==> src/rtl/cs_frame_sequencer.sv <==
// Frame controller for the CS-ECG datapath: arm, stream N samples, wait for the encoder, read out M words.
// Define CS_SEQ_TIMEOUT_EN to add a WAIT_ENC watchdog that aborts after TIMEOUT cycles.
module cs_frame_sequencer #(
  parameter int N       = 2048,
  parameter int M       = 512,
  parameter int DW      = 12,
  parameter int MW      = 24,
  parameter int TIMEOUT = 8192
) (
  input  logic                 clk,
  input  logic                 reset,
  input  logic                 start,
  input  logic [DW-1:0]        sample_in,
  input  logic                 sample_valid,
  output logic                 sample_ready,
  output logic                 dp_reset,
  output logic                 th_enable,
  output logic [DW-1:0]        th_sig,
  input  logic                 enc_done,
  output logic [$clog2(M)-1:0] meas_addr,
  input  logic [MW-1:0]        meas_data,
  output logic [MW-1:0]        out_data,
  output logic                 out_valid,
  input  logic                 out_ready,
  output logic                 out_last,
  output logic                 busy,
  output logic                 err_underrun,
  output logic                 err_timeout
);

  localparam int SCW = $clog2(N) + 1;
  localparam int AW  = $clog2(M);
  localparam logic [SCW-1:0] SAMPLE_LAST = SCW'(N - 1);
  localparam logic [AW-1:0]  RD_LAST     = AW'(M - 1);

  typedef enum logic [3:0] {
    S_IDLE     = 4'd0,
    S_ARM_RST  = 4'd1,
    S_ARM_EN   = 4'd2,
    S_STREAM   = 4'd3,
    S_WAIT_ENC = 4'd4,
    S_RD_ADDR  = 4'd5,
    S_RD_WAIT  = 4'd6,
    S_RD_OUT   = 4'd7,
    S_ABORT    = 4'd8
  } state_t;

  state_t         state_r, state_s;
  logic [SCW-1:0] sample_cnt_r;
  logic [AW-1:0]  rd_cnt_r;
  logic [DW-1:0]  th_sig_r;
  logic [MW-1:0]  out_data_r;
  logic           sample_ready_r, dp_reset_r, th_enable_r, out_valid_r, out_last_r, busy_r;
  logic           sample_ready_s, dp_reset_s, th_enable_s, out_valid_s, out_last_s, busy_s;
  logic           err_underrun_r;
  logic           timeout_hit_s;

  // State register; control outputs are registered from the next-state decode so they align with the state
  always_ff @(posedge clk) begin
    if (reset) begin
      state_r        <= S_IDLE;
      sample_ready_r <= 1'b0;
      dp_reset_r     <= 1'b1;
      th_enable_r    <= 1'b0;
      out_valid_r    <= 1'b0;
      out_last_r     <= 1'b0;
      busy_r         <= 1'b0;
    end else begin
      state_r        <= state_s;
      sample_ready_r <= sample_ready_s;
      dp_reset_r     <= dp_reset_s;
      th_enable_r    <= th_enable_s;
      out_valid_r    <= out_valid_s;
      out_last_r     <= out_last_s;
      busy_r         <= busy_s;
    end
  end

  // Next-state decode
  always_comb begin
    state_s = state_r;
    case (state_r)
      S_IDLE: begin
        if (start) state_s = S_ARM_RST;
        else       state_s = S_IDLE;
      end
      S_ARM_RST: state_s = S_ARM_EN;
      S_ARM_EN:  state_s = S_STREAM;
      S_STREAM: begin
        if (!sample_valid)                    state_s = S_ABORT;
        else if (sample_cnt_r == SAMPLE_LAST) state_s = S_WAIT_ENC;
        else                                  state_s = S_STREAM;
      end
      S_WAIT_ENC: begin
        if (enc_done)           state_s = S_RD_ADDR;
        else if (timeout_hit_s) state_s = S_ABORT;
        else                    state_s = S_WAIT_ENC;
      end
      S_RD_ADDR: state_s = S_RD_WAIT;
      S_RD_WAIT: state_s = S_RD_OUT;
      S_RD_OUT: begin
        if (!out_ready)              state_s = S_RD_OUT;
        else if (rd_cnt_r == RD_LAST) state_s = S_IDLE;
        else                          state_s = S_RD_ADDR;
      end
      S_ABORT: state_s = S_IDLE;
      default: state_s = S_IDLE;
    endcase
  end

  // Output decode of the upcoming state
  always_comb begin
    sample_ready_s = (state_s == S_STREAM);
    dp_reset_s     = (state_s == S_ARM_RST) || (state_s == S_ABORT);
    th_enable_s    = (state_s == S_ARM_EN);
    out_valid_s    = (state_s == S_RD_OUT);
    out_last_s     = (state_s == S_RD_OUT) && (rd_cnt_r == RD_LAST);
    busy_s         = (state_s != S_IDLE);
  end

  // Counters, sample/measurement capture and underrun flag
  always_ff @(posedge clk) begin
    if (reset) begin
      sample_cnt_r   <= '0;
      rd_cnt_r       <= '0;
      th_sig_r       <= '0;
      out_data_r     <= '0;
      err_underrun_r <= 1'b0;
    end else begin
      case (state_r)
        S_IDLE: begin
          if (start) begin
            sample_cnt_r   <= '0;
            rd_cnt_r       <= '0;
            err_underrun_r <= 1'b0;
          end
        end
        S_STREAM: begin
          if (sample_valid) begin
            th_sig_r <= sample_in;
            if (sample_cnt_r != SAMPLE_LAST) sample_cnt_r <= sample_cnt_r + SCW'(1);
          end else begin
            err_underrun_r <= 1'b1;
          end
        end
        S_WAIT_ENC: begin
          if (enc_done) rd_cnt_r <= '0;
        end
        S_RD_WAIT: out_data_r <= meas_data;
        S_RD_OUT: begin
          if (out_ready && (rd_cnt_r != RD_LAST)) rd_cnt_r <= rd_cnt_r + AW'(1);
        end
        default: ;
      endcase
    end
  end

`ifdef CS_SEQ_TIMEOUT_EN
  localparam int WCW = $clog2(TIMEOUT) + 1;
  localparam logic [WCW-1:0] WAIT_LAST = WCW'(TIMEOUT - 1);

  logic [WCW-1:0] wait_cnt_r;
  logic           err_timeout_r;

  assign timeout_hit_s = (wait_cnt_r == WAIT_LAST);

  // Watchdog: counts WAIT_ENC cycles; a same-cycle enc_done takes priority over expiry
  always_ff @(posedge clk) begin
    if (reset) begin
      wait_cnt_r    <= '0;
      err_timeout_r <= 1'b0;
    end else if (state_r == S_WAIT_ENC) begin
      if (!enc_done && timeout_hit_s) err_timeout_r <= 1'b1;
      if (!enc_done && !timeout_hit_s) wait_cnt_r <= wait_cnt_r + WCW'(1);
    end else begin
      wait_cnt_r <= '0;
      if ((state_r == S_IDLE) && start) err_timeout_r <= 1'b0;
    end
  end

  assign err_timeout = err_timeout_r;
`else
  assign timeout_hit_s = 1'b0;
  assign err_timeout   = 1'b0;
`endif

  assign sample_ready = sample_ready_r;
  assign dp_reset     = dp_reset_r;
  assign th_enable    = th_enable_r;
  assign th_sig       = th_sig_r;
  assign meas_addr    = rd_cnt_r;
  assign out_data     = out_data_r;
  assign out_valid    = out_valid_r;
  assign out_last     = out_last_r;
  assign busy         = busy_r;
  assign err_underrun = err_underrun_r;

endmodule

==> config.mk <==
export PLATFORM = sky130hd
export DESIGN_NAME = cs_frame_sequencer
export DESIGN_NICKNAME = d
export VERILOG_FILES = /design/src/rtl/cs_frame_sequencer.sv
export SDC_FILE = /design/constraint.sdc
export NUM_CORES = 1
export LEC_CHECK = 0
export CAP_MARGIN = 20
export CORE_MARGIN = 3
export CORE_UTILIZATION = 35
export DETAILED_ROUTE_END_ITERATION = 12
export GPL_ROUTABILITY_DRIVEN = 0
export PLACE_DENSITY = 0.7
export RECOVER_POWER = 25
export SETUP_SLACK_MARGIN = 0.15
export SLEW_MARGIN = 40
export SYNTH_ARGS = -nofsm -noshare
export SYNTH_HDL_FRONTEND = slang
export SYNTH_SLANG_ARGS = --single-unit
==> constraint.sdc <==
create_clock -name clk -period 2.5 [get_ports clk]
set_clock_uncertainty 0.2 [all_clocks]
set_input_delay 0.625 -clock clk [delete_from_list [all_inputs] [get_ports clk]]
set_output_delay 0.625 -clock clk [all_outputs]
set_load 0.02 [all_outputs]
==> run metrics <==
largest net degree at the start of global routing=25; CP Class=register to output port; layout cells sized above 1=11.5%; Die Ht=97.1 um; CP max FO=7; pwr/cell area=585 mW/mm^2; Hold WC Path Type=register to register; Initial Util=36.8%; Iter 0 DRT Violations=68; Mapped Cells=350; Post-synth ARST share=0%; VDD IR max=0.264 mV; DRT antenna net count=0; Total Power=2.52 mW; max-slew violation total from the final report=0; sequential share of power=45.0%; LEAKAGE=1.42 nW; Yosys warnings=0; CTS Sinks=68; Worst-path clk slew=0.07 ns; Max Cap Viol=0; multi-input logic area=0.00146 sq mm; number of synthesized flops with an enable pin=0; Total GRT Usage=16.2%; net switching power=0.593 mW; chip width=97.1 um; min cycle time layout=2.27 ns; CP max-delay cell=clkdlybuf4s50_1; port buffer count=93; Post-synth top cells=nand2_1 (85), dfxtp_1 (68), a21oi_1 (57); Final Routed Wirelength=7550 um; Core Footprint=0.00789 sq mm; vias per inst=5.09; crit start category=register; layout filler cell count=743; Rel. slew slack=64.2%; status=finished clean; ANT cells=0; Num CTS Buffers=9; #FFs+latches synth=68; largest stage delay on the critical path=0.66 ns; Root Buffer=clkbuf_8; arrival time at the worst endpoint=1.44 ns; worst path cell trace=clkdlybuf4s50_1; Cell Int Power=1.93 mW; First-pass DRT Iterations=4; DIE AREA=0.00943 sq mm; vias in the first global route=2768; IO Pins=95; Distinct cells, synth=49; gr ovfl total=0; initial antenna violation count=0; Final Hold Viols=0; top cell type's share of synthesized area=46.8%; leading area contributor after synthesis=dfxtp_1; Achievable Freq=441 MHz; first-pass GRT wire length=12800 um; Required @ worst endpoint=1.67 ns; hold_buf cts=0; htree depth=3; Synth area leaders=dfxtp_1 (47%), nand2_1 (11%), a21oi_1 (9.8%), o31ai_1 (2.8%), or4_1 (2.8%); Tcrit/Tclk final=90.7%; Gate power share=12.3%; DP Wirelength=5440 um; top-count cell post-synth=nand2_1; Skew-Pair Late Insertion Delay=0.33 ns; Buf+Inv Stages, Crit Path=1; crit end category=output port; Crit path max-delay family=buffers and inverters; Worst Tran Pin Value=0.537 ns; post-CTS setup buffer count=0; # setup viols final=0; sequential share of the synthesized area=46.8%; num rows=32; DRC violations left=0; Setup TNS=0 ns; TritonCTS clock tree=built; RSZ-0062 raised after global routing=yes; most common flop cell mapped by yosys=dfxtp_1; post-layout net count=499; WL per Instance=13.5 um; Post-Synthesis Cell Area=0.00291 sq mm; Vias=2856; Layout area overhead=48.1%; CTS max path bufs=2; Avg Inst Size Synth=8.30 sq um; Post-Syn Nets=395; Reg area=0.00136 sq mm; Sw Share=23.6%; clock power share=42.7%
==> final cells by class <==
| class | count | area share [%] |
|---|---|---|
| inverter | 8 | 0.698 |
| clock inverter | 7 | 2.65 |
| sequential | 68 | 31.6 |
| multi-input combinational | 250 | 33.8 |
| clock buffer | 9 | 2.88 |
| tap | 102 | 2.97 |
| timing repair buffer | 117 | 25.4 |
==> cell usage in the layout, fill, tap and decap left out, types with 2 or more instances in the layout <==
| cell | synthesis | final |
|---|---|---|
| a21o_1 | 2 | 2 |
| a21oi_1 | 57 | 57 |
| and3_1 | 3 | 3 |
| and4_1 | 2 | 2 |
| buf_4 | 2 | 20 |
| bufinv_16 | 0 | 3 |
| clkbuf_1 | 17 | 3 |
| clkbuf_8 | 0 | 9 |
| clkdlybuf4s50_1 | 0 | 92 |
| clkinv_2 | 0 | 3 |
| dfxtp_1 | 68 | 68 |
| ha_2 | 0 | 2 |
| inv_1 | 8 | 7 |
| mux2i_1 | 4 | 4 |
| nand2_1 | 85 | 85 |
| nand2b_1 | 3 | 3 |
| nand3_1 | 11 | 11 |
| nand4_1 | 4 | 4 |
| nor2_1 | 7 | 7 |
| nor3_1 | 3 | 3 |
| nor4_1 | 4 | 3 |
| o211ai_1 | 2 | 2 |
| o21a_1 | 3 | 3 |
| o21ai_0 | 5 | 5 |
| o31ai_1 | 11 | 11 |
| or3_1 | 4 | 3 |
| or4_1 | 11 | 11 |
==> power by group through the flow <==
stage | logic, mW | clock network [mW] | registers, mW
2_1_floorplan | 0.135 | 0 | 1.16
3_3_place_gp | 0.304 | 0 | 1.16
3_5_place_dp | 0.309 | 0 | 1.16
4_1_cts | 0.314 | 1.11 | 1.13
5_1_grt | 0.337 | 1.15 | 1.14
6_report | 0.309 | 1.08 | 1.13
==> tightest hold or removal path, delay by kind of cell (launching register included) <==
family,cells,cell delay [ns]
AOI/OAI and AO/OA,1,0.05
and+or+nand+nor,1,0.05
DFF,1,0.31
==> layer usage <==
metal	track usage (%)	wire length, um	share of wire [%]
met5	0	0	0
met3	4.74	462	6.1
met1	19.6	3390	45
met4	6.16	122	1.6
met2	27.1	3580	47
==> state kept, by name, indices dropped and copies added (netlist names) <==
register,flops
err_underrun,1
sample_cnt_r,12
out_data,24
dp_reset,1
meas_addr,9
out_last,1
th_enable,1
busy,1
out_valid,1
th_sig,12
state_r,4
sample_ready,1
==> cells by family (layout without fill, tap and decap cells) <==
logic type | Yosys count | in the layout | synth area share [%]
simple gates | 147 | 147 | 24.7
compound gates | 93 | 93 | 20.1
flops | 68 | 68 | 46.8
buf+inv | 32 | 141 | 4.82
mux | 5 | 5 | 1.76
fa+ha+maj | 3 | 3 | 1.29
other cells | 1 | 1 | 0.129
xor+xnor | 1 | 1 | 0.301
==> through the flow <==
stage,cells,area [sq um],setup slack [ns],utilization [%],hold WS [ns]
global placement,545,4050,-0.0810,51.4,0.240
detailed placement,545,4050,-0.0815,51.4,0.246
global route,561,4300,0.120,54.6,0.269
floorplan,350,2910,0.244,-,0.247
CTS,561,4300,0.186,54.5,0.256
finish,561,4300,0.232,54.6,0.254
==> timing repair <==
item	in CTS	in global routing
pin swaps	0	1
resized for setup	2	6
setup endpoints to repair	1	9
==> path summary, 6_finish.rpt <==
| path | startpoint | to | slack [ns] | cells after the start |
|---|---|---|---|---|
| hold / removal | th_sig[9] | th_sig[9] | 0.25 | 2 |
| setup / recovery | meas_addr[3] | meas_addr[3] | 0.23 | 1 |
| setup reg to reg | sample_cnt_r[0] | out_last | 0.26 | 5 |
| hold reg to reg | th_sig[9] | th_sig[9] | 0.25 | 2 |
Power figures use the tool's default switching activity.
